`src/rtl/decode_stage.sv`:
```
// ID stage of the 5-stage MIPS pipeline: main control decode, 32x32 register file with
// write-through bypass, immediate sign extension and the ID/EX pipeline register.
module decode_stage (
  input  logic        clk,
  input  logic        rst_n,
  input  logic [31:0] IF_ID_instruction,
  input  logic [31:0] IF_ID_npc,
  input  logic [4:0]  MEM_WB_rd,
  input  logic        MEM_WB_reg_write,
  input  logic [31:0] WB_mux5_write_data,
  output logic [1:0]  wb_ctl_out,
  output logic [2:0]  m_ctl_out,
  output logic        reg_dst,
  output logic        alu_src,
  output logic [1:0]  alu_op,
  output logic [31:0] npc_out,
  output logic [31:0] r_data1_out,
  output logic [31:0] r_data2_out,
  output logic [31:0] sign_extend_out,
  output logic [4:0]  instruction_out_2016,
  output logic [4:0]  instruction_out_1511
);

  localparam logic [5:0] OpRtype = 6'b000000;
  localparam logic [5:0] OpLw    = 6'b100011;
  localparam logic [5:0] OpSw    = 6'b101011;
  localparam logic [5:0] OpBeq   = 6'b000100;

  logic [5:0]  opcode;
  logic [4:0]  rs, rt, rd;
  logic [3:0]  ex_ctl;
  logic [2:0]  m_ctl;
  logic [1:0]  wb_ctl;
  logic [31:0] r_data1, r_data2, sign_ext;
  logic        wr_en;
  logic [31:0] regs_q [32];

  assign opcode = IF_ID_instruction[31:26];
  assign rs     = IF_ID_instruction[25:21];
  assign rt     = IF_ID_instruction[20:16];
  assign rd     = IF_ID_instruction[15:11];

  // Control bundles: ex_ctl = {reg_dst, alu_op[1:0], alu_src}
  always_comb begin
    ex_ctl = 4'b0000;
    m_ctl  = 3'b000;
    wb_ctl = 2'b00;
    case (opcode)
      OpRtype: begin ex_ctl = 4'b1100; m_ctl = 3'b000; wb_ctl = 2'b10; end
      OpLw:    begin ex_ctl = 4'b0001; m_ctl = 3'b010; wb_ctl = 2'b11; end
      OpSw:    begin ex_ctl = 4'b0001; m_ctl = 3'b001; wb_ctl = 2'b00; end
      OpBeq:   begin ex_ctl = 4'b0010; m_ctl = 3'b100; wb_ctl = 2'b00; end
      default: begin ex_ctl = 4'b0000; m_ctl = 3'b000; wb_ctl = 2'b00; end
    endcase
  end

  assign wr_en = MEM_WB_reg_write && (MEM_WB_rd != 5'd0);

  always_ff @(posedge clk) begin
    if (!rst_n) begin
      for (int i = 0; i < 32; i++) regs_q[i] <= '0;
    end else if (wr_en) begin
      regs_q[MEM_WB_rd] <= WB_mux5_write_data;
    end
  end

  // Same-cycle write-back is forwarded so ID/EX captures the value being written.
  always_comb begin
    if (rs == 5'd0)                       r_data1 = '0;
    else if (wr_en && MEM_WB_rd == rs)    r_data1 = WB_mux5_write_data;
    else                                  r_data1 = regs_q[rs];
    if (rt == 5'd0)                       r_data2 = '0;
    else if (wr_en && MEM_WB_rd == rt)    r_data2 = WB_mux5_write_data;
    else                                  r_data2 = regs_q[rt];
  end

  assign sign_ext = {{16{IF_ID_instruction[15]}}, IF_ID_instruction[15:0]};

  always_ff @(posedge clk) begin
    if (!rst_n) begin
      wb_ctl_out           <= '0;
      m_ctl_out            <= '0;
      reg_dst              <= 1'b0;
      alu_op               <= '0;
      alu_src              <= 1'b0;
      npc_out              <= '0;
      r_data1_out          <= '0;
      r_data2_out          <= '0;
      sign_extend_out      <= '0;
      instruction_out_2016 <= '0;
      instruction_out_1511 <= '0;
    end else begin
      wb_ctl_out           <= wb_ctl;
      m_ctl_out            <= m_ctl;
      reg_dst              <= ex_ctl[3];
      alu_op               <= ex_ctl[2:1];
      alu_src              <= ex_ctl[0];
      npc_out              <= IF_ID_npc;
      r_data1_out          <= r_data1;
      r_data2_out          <= r_data2;
      sign_extend_out      <= sign_ext;
      instruction_out_2016 <= rt;
      instruction_out_1511 <= rd;
    end
  end

endmodule

```
`config.mk`:
```
export PLATFORM = sky130hd
export DESIGN_NAME = decode_stage
export DESIGN_NICKNAME = d
export VERILOG_FILES = /design/src/rtl/decode_stage.sv
export SDC_FILE = /design/constraint.sdc
export NUM_CORES = 2
export LEC_CHECK = 0
export CELL_PAD_IN_SITES_DETAIL_PLACEMENT = 1
export CELL_PAD_IN_SITES_GLOBAL_PLACEMENT = 1
export CORE_ASPECT_RATIO = 0.5
export CORE_MARGIN = 3
export CORE_UTILIZATION = 51
export DETAILED_ROUTE_END_ITERATION = 8
export MAX_ROUTING_LAYER = met4
export PLACE_DENSITY_LB_ADDON = 0.25
export SLEW_MARGIN = 20
export SYNTH_ARGS = -nofsm -noshare
export SYNTH_HDL_FRONTEND = slang
export SYNTH_SLANG_ARGS = --single-unit
```
`constraint.sdc`:
```
create_clock -name clk -period 7.1 [get_ports clk]
set_clock_uncertainty 0.2 [all_clocks]
set_input_delay 1.42 -clock clk [delete_from_list [all_inputs] [get_ports clk]]
set_output_delay 1.42 -clock clk [all_outputs]
set_load 0.05 [all_outputs]
```
==> results.cfg <==
[run_status]
status = finished clean

[logic_synthesis]
synth_top_family_by_area = multiplexers
avgSynthCellArea_sq_um = 13.4
ys_types = 60
yosysMostFrequentCell = edfxtp_1
synth-xor-area-share = 0.00146
synth-seq-area-share = 0.556
synth_ff_type = edfxtp_1
synth.area.mux_share = 0.195
syn_area_sq_um = 59800
yosys_warnings = 0
syn_inst = 4469
yosys-top-cells-count = 1024 x edfxtp_1, 954 x and2_1, 336 x clkbuf_1
yosys-top-cells-area = edfxtp_1 51%, mux4_2 11%, and2_1 10%, mux2i_1 5.0%, dfxtp_1 4.2%
synth_top_cell_area_share = 0.514
synth_edf_count = 1024
synth_seq_cells = 1149
yosys.area_share.simple = 0.146
synthAdderAreaFrac = 0
yosys.area.top_type = edfxtp_1
async_flop_share = 0
synth_compound_area_frac = 0.0611

[cts]
clk_pin_slew_ps = 70
clock_sink_count = 1149
cts_buffer_depth = 3
cts_tree = done
cts_hold_buf = 0
post_cts_resized = 0
cts_made_buffers = 106
clk-insertion-delay-late_ps = 750
root_buffer = clkbuf_16
postCtsSetupRepairBufs = 0
cts-htree-levels = 3

[setup_path]
cp-start-kind = input port
cp_max_fo = 46
arrival_ps = 5360
worstSetupPathType = in -> reg
r2r-start = regs_q[31][0]
end_kind = flop
reg2reg_to = r_data2_out[0]
r2r_cells = 5
crit_required_ps = 7470
r2r_setup_slack_ps = 4430

[placement]
dpl.hpwl_um = 143000
dp_worst_setup_slack_ps = 1610
routabilityCongestion = 0.997
portBuffers = 250
numPlacedInstances = 5982

[floorplanning]
die_h_um = 248
start_util = 0.517
fp.coreArea_sq_um = 116000
die-area_sq_um = 122000
die_x_um = 490
row_count = 88
io_pins = 251

[sta]
post-route-period-util = 0.703
final-hold-violation-count = 0
drv_slew = 0
fmax_mhz = 200
setup_violations = 0
grt_setup_unrepaired = no
max_slew_margin = 0.121
min_period_ps = 4990
worst_pin_slew_ps = 1300
whs_ps = 622
fin_ws_ps = 2110
finalSetupTns_ps = 0

[min_path]
hold_class = reg -> reg
hold_depth = 5
whs_endpoint = r_data1_out[23]
hp-start = regs_q[26][23]

[cells_and_area]
final.fill_count = 11100
synthToLayoutAreaGrowth_pct = 12.9
nets = 4621
drive_gt1_frac = 0.190
utilization = 0.584
regArea_sq_um = 33300
final_cells = 6200
multi_input_area_sq_um = 24800

[route]
routed_wl_um = 227000
remaining_drc_errors = 0
ant_nets = 0
first_pass_iters = 5
via_per_inst = 6.95
drtIter0Drc = 6448
num_vias = 43100
wl_per_cell_um = 36.6

[grt]
grt_pass1_wl_um = 321000
antenna_found_initial = 27
grt_overflow = 0
grt_max_degree = 109
grt_usage = 0.379
grt_pass1_vias = 43900

[flow_run]
drv_cap = 0

[pwr]
cellPowerDensity_nw_per_um2 = 244
peakVddDrop_mv = 0.200
p_leak_nw = 23.6
## area by class of cell
class	count	area share
clock buffer	138	0.0424
timing repair buffer	414	0.0577
tap	1575	0.0292
sequential	1149	0.492
clock inverter	62	0.0102
antenna	16	0.000592
inverter	8	0.000463
multi-input combinational	2838	0.367
## metrics by stage
stage               cell area (sq um)  total power, mW
CTS                             67500             16.4
floorplan                       60000             9.43
detailed placement              64000             10.4
global placement                63800             10.3
finish                          67600             16.5
global route                    67600             16.8
## how the worst max path moves through the flow
stage,from,to,slack [ps]
global placement,IF_ID_instruction[23],r_data1_out[14],1440
floorplan,MEM_WB_rd[0],regs_q[28][0],1660
detailed placement,IF_ID_instruction[23],r_data1_out[4],1610
CTS,IF_ID_instruction[23],r_data1_out[4],2350
global route,IF_ID_instruction[23],r_data1_out[9],2310
finish,IF_ID_instruction[23],r_data1_out[9],2110
## per-layer routing
metal | global-route usage | wire, um | part of all wire | up-vias
met4 | 0.155 | 10000 | 0.044 | 0
met5 | - | 0 | 0 | -
met1 | 0.479 | 83800 | 0.37 | 22200
met3 | 0.132 | 32400 | 0.14 | 697
li1 | - | - | - | 17000
met2 | 0.562 | 101000 | 0.44 | 3246
## cell families after synthesis
logic type / count (synthesis)
and+or+nand+nor: 1535
DFF: 1149
muxes: 752
buffers and inverters: 513
AOI/OAI and AO/OA: 509
xor gates and xnor gates: 10
other: 1
## flip-flops by register name (all words and copies together) (netlist names)
register and cells:
alu_src 1, m_ctl_out 3, npc_out 32, alu_op 2, wb_ctl_out 2, instruction_out_2016 5, r_data1_out 32, r_data2_out 32
regs_q 1024, sign_extend_out 16
## critical path: stages
cell     delay (ps)
buf_4           670
nor2b_4        1080
buf_4           540
nand2_1          90
and3_1          250
o21ai_0        1030
a31oi_1         230
## placed cells by master (no fill, tap or decap), types with 11 or more instances in the layout
cell type and n:
conb_1 32, nor2_1 26, clkbuf_1 21, a211oi_1 17, a31oi_1 12, buf_4 150, a221oi_1 66, dfxtp_1 125
bufinv_16 12, mux2_2 142, nand4_1 17, and2_1 953, clkbuf_16 106, clkdlybuf4s50_1 230, clkinv_2 25, nor2_2 23
diode_2 16, a21oi_1 49, nor2b_1 32, o21ai_0 74, a22oi_1 14, mux4_1 19, clkinv_1 14, o22ai_1 77
o21ai_4 31, nor3_1 119, buf_2 13, a221o_1 39, clkbuf_8 11, mux4_2 292, edfxtp_1 1024, and3_1 20
o221ai_1 68, nand2_1 196, mux2i_1 299, nand3_1 91
## power breakdown
| part | total (mW) | internal [mW] | switching (mW) |
|---|---|---|---|
| clock | 6.09 | 3.31 | 2.78 |
| combinational | 2.40 | 0.837 | 1.56 |
| sequential | 7.99 | 7.75 | 0.241 |
| total | 16.5 | 11.9 | 4.58 |
Note: power is estimated with default switching activity, not from simulation.
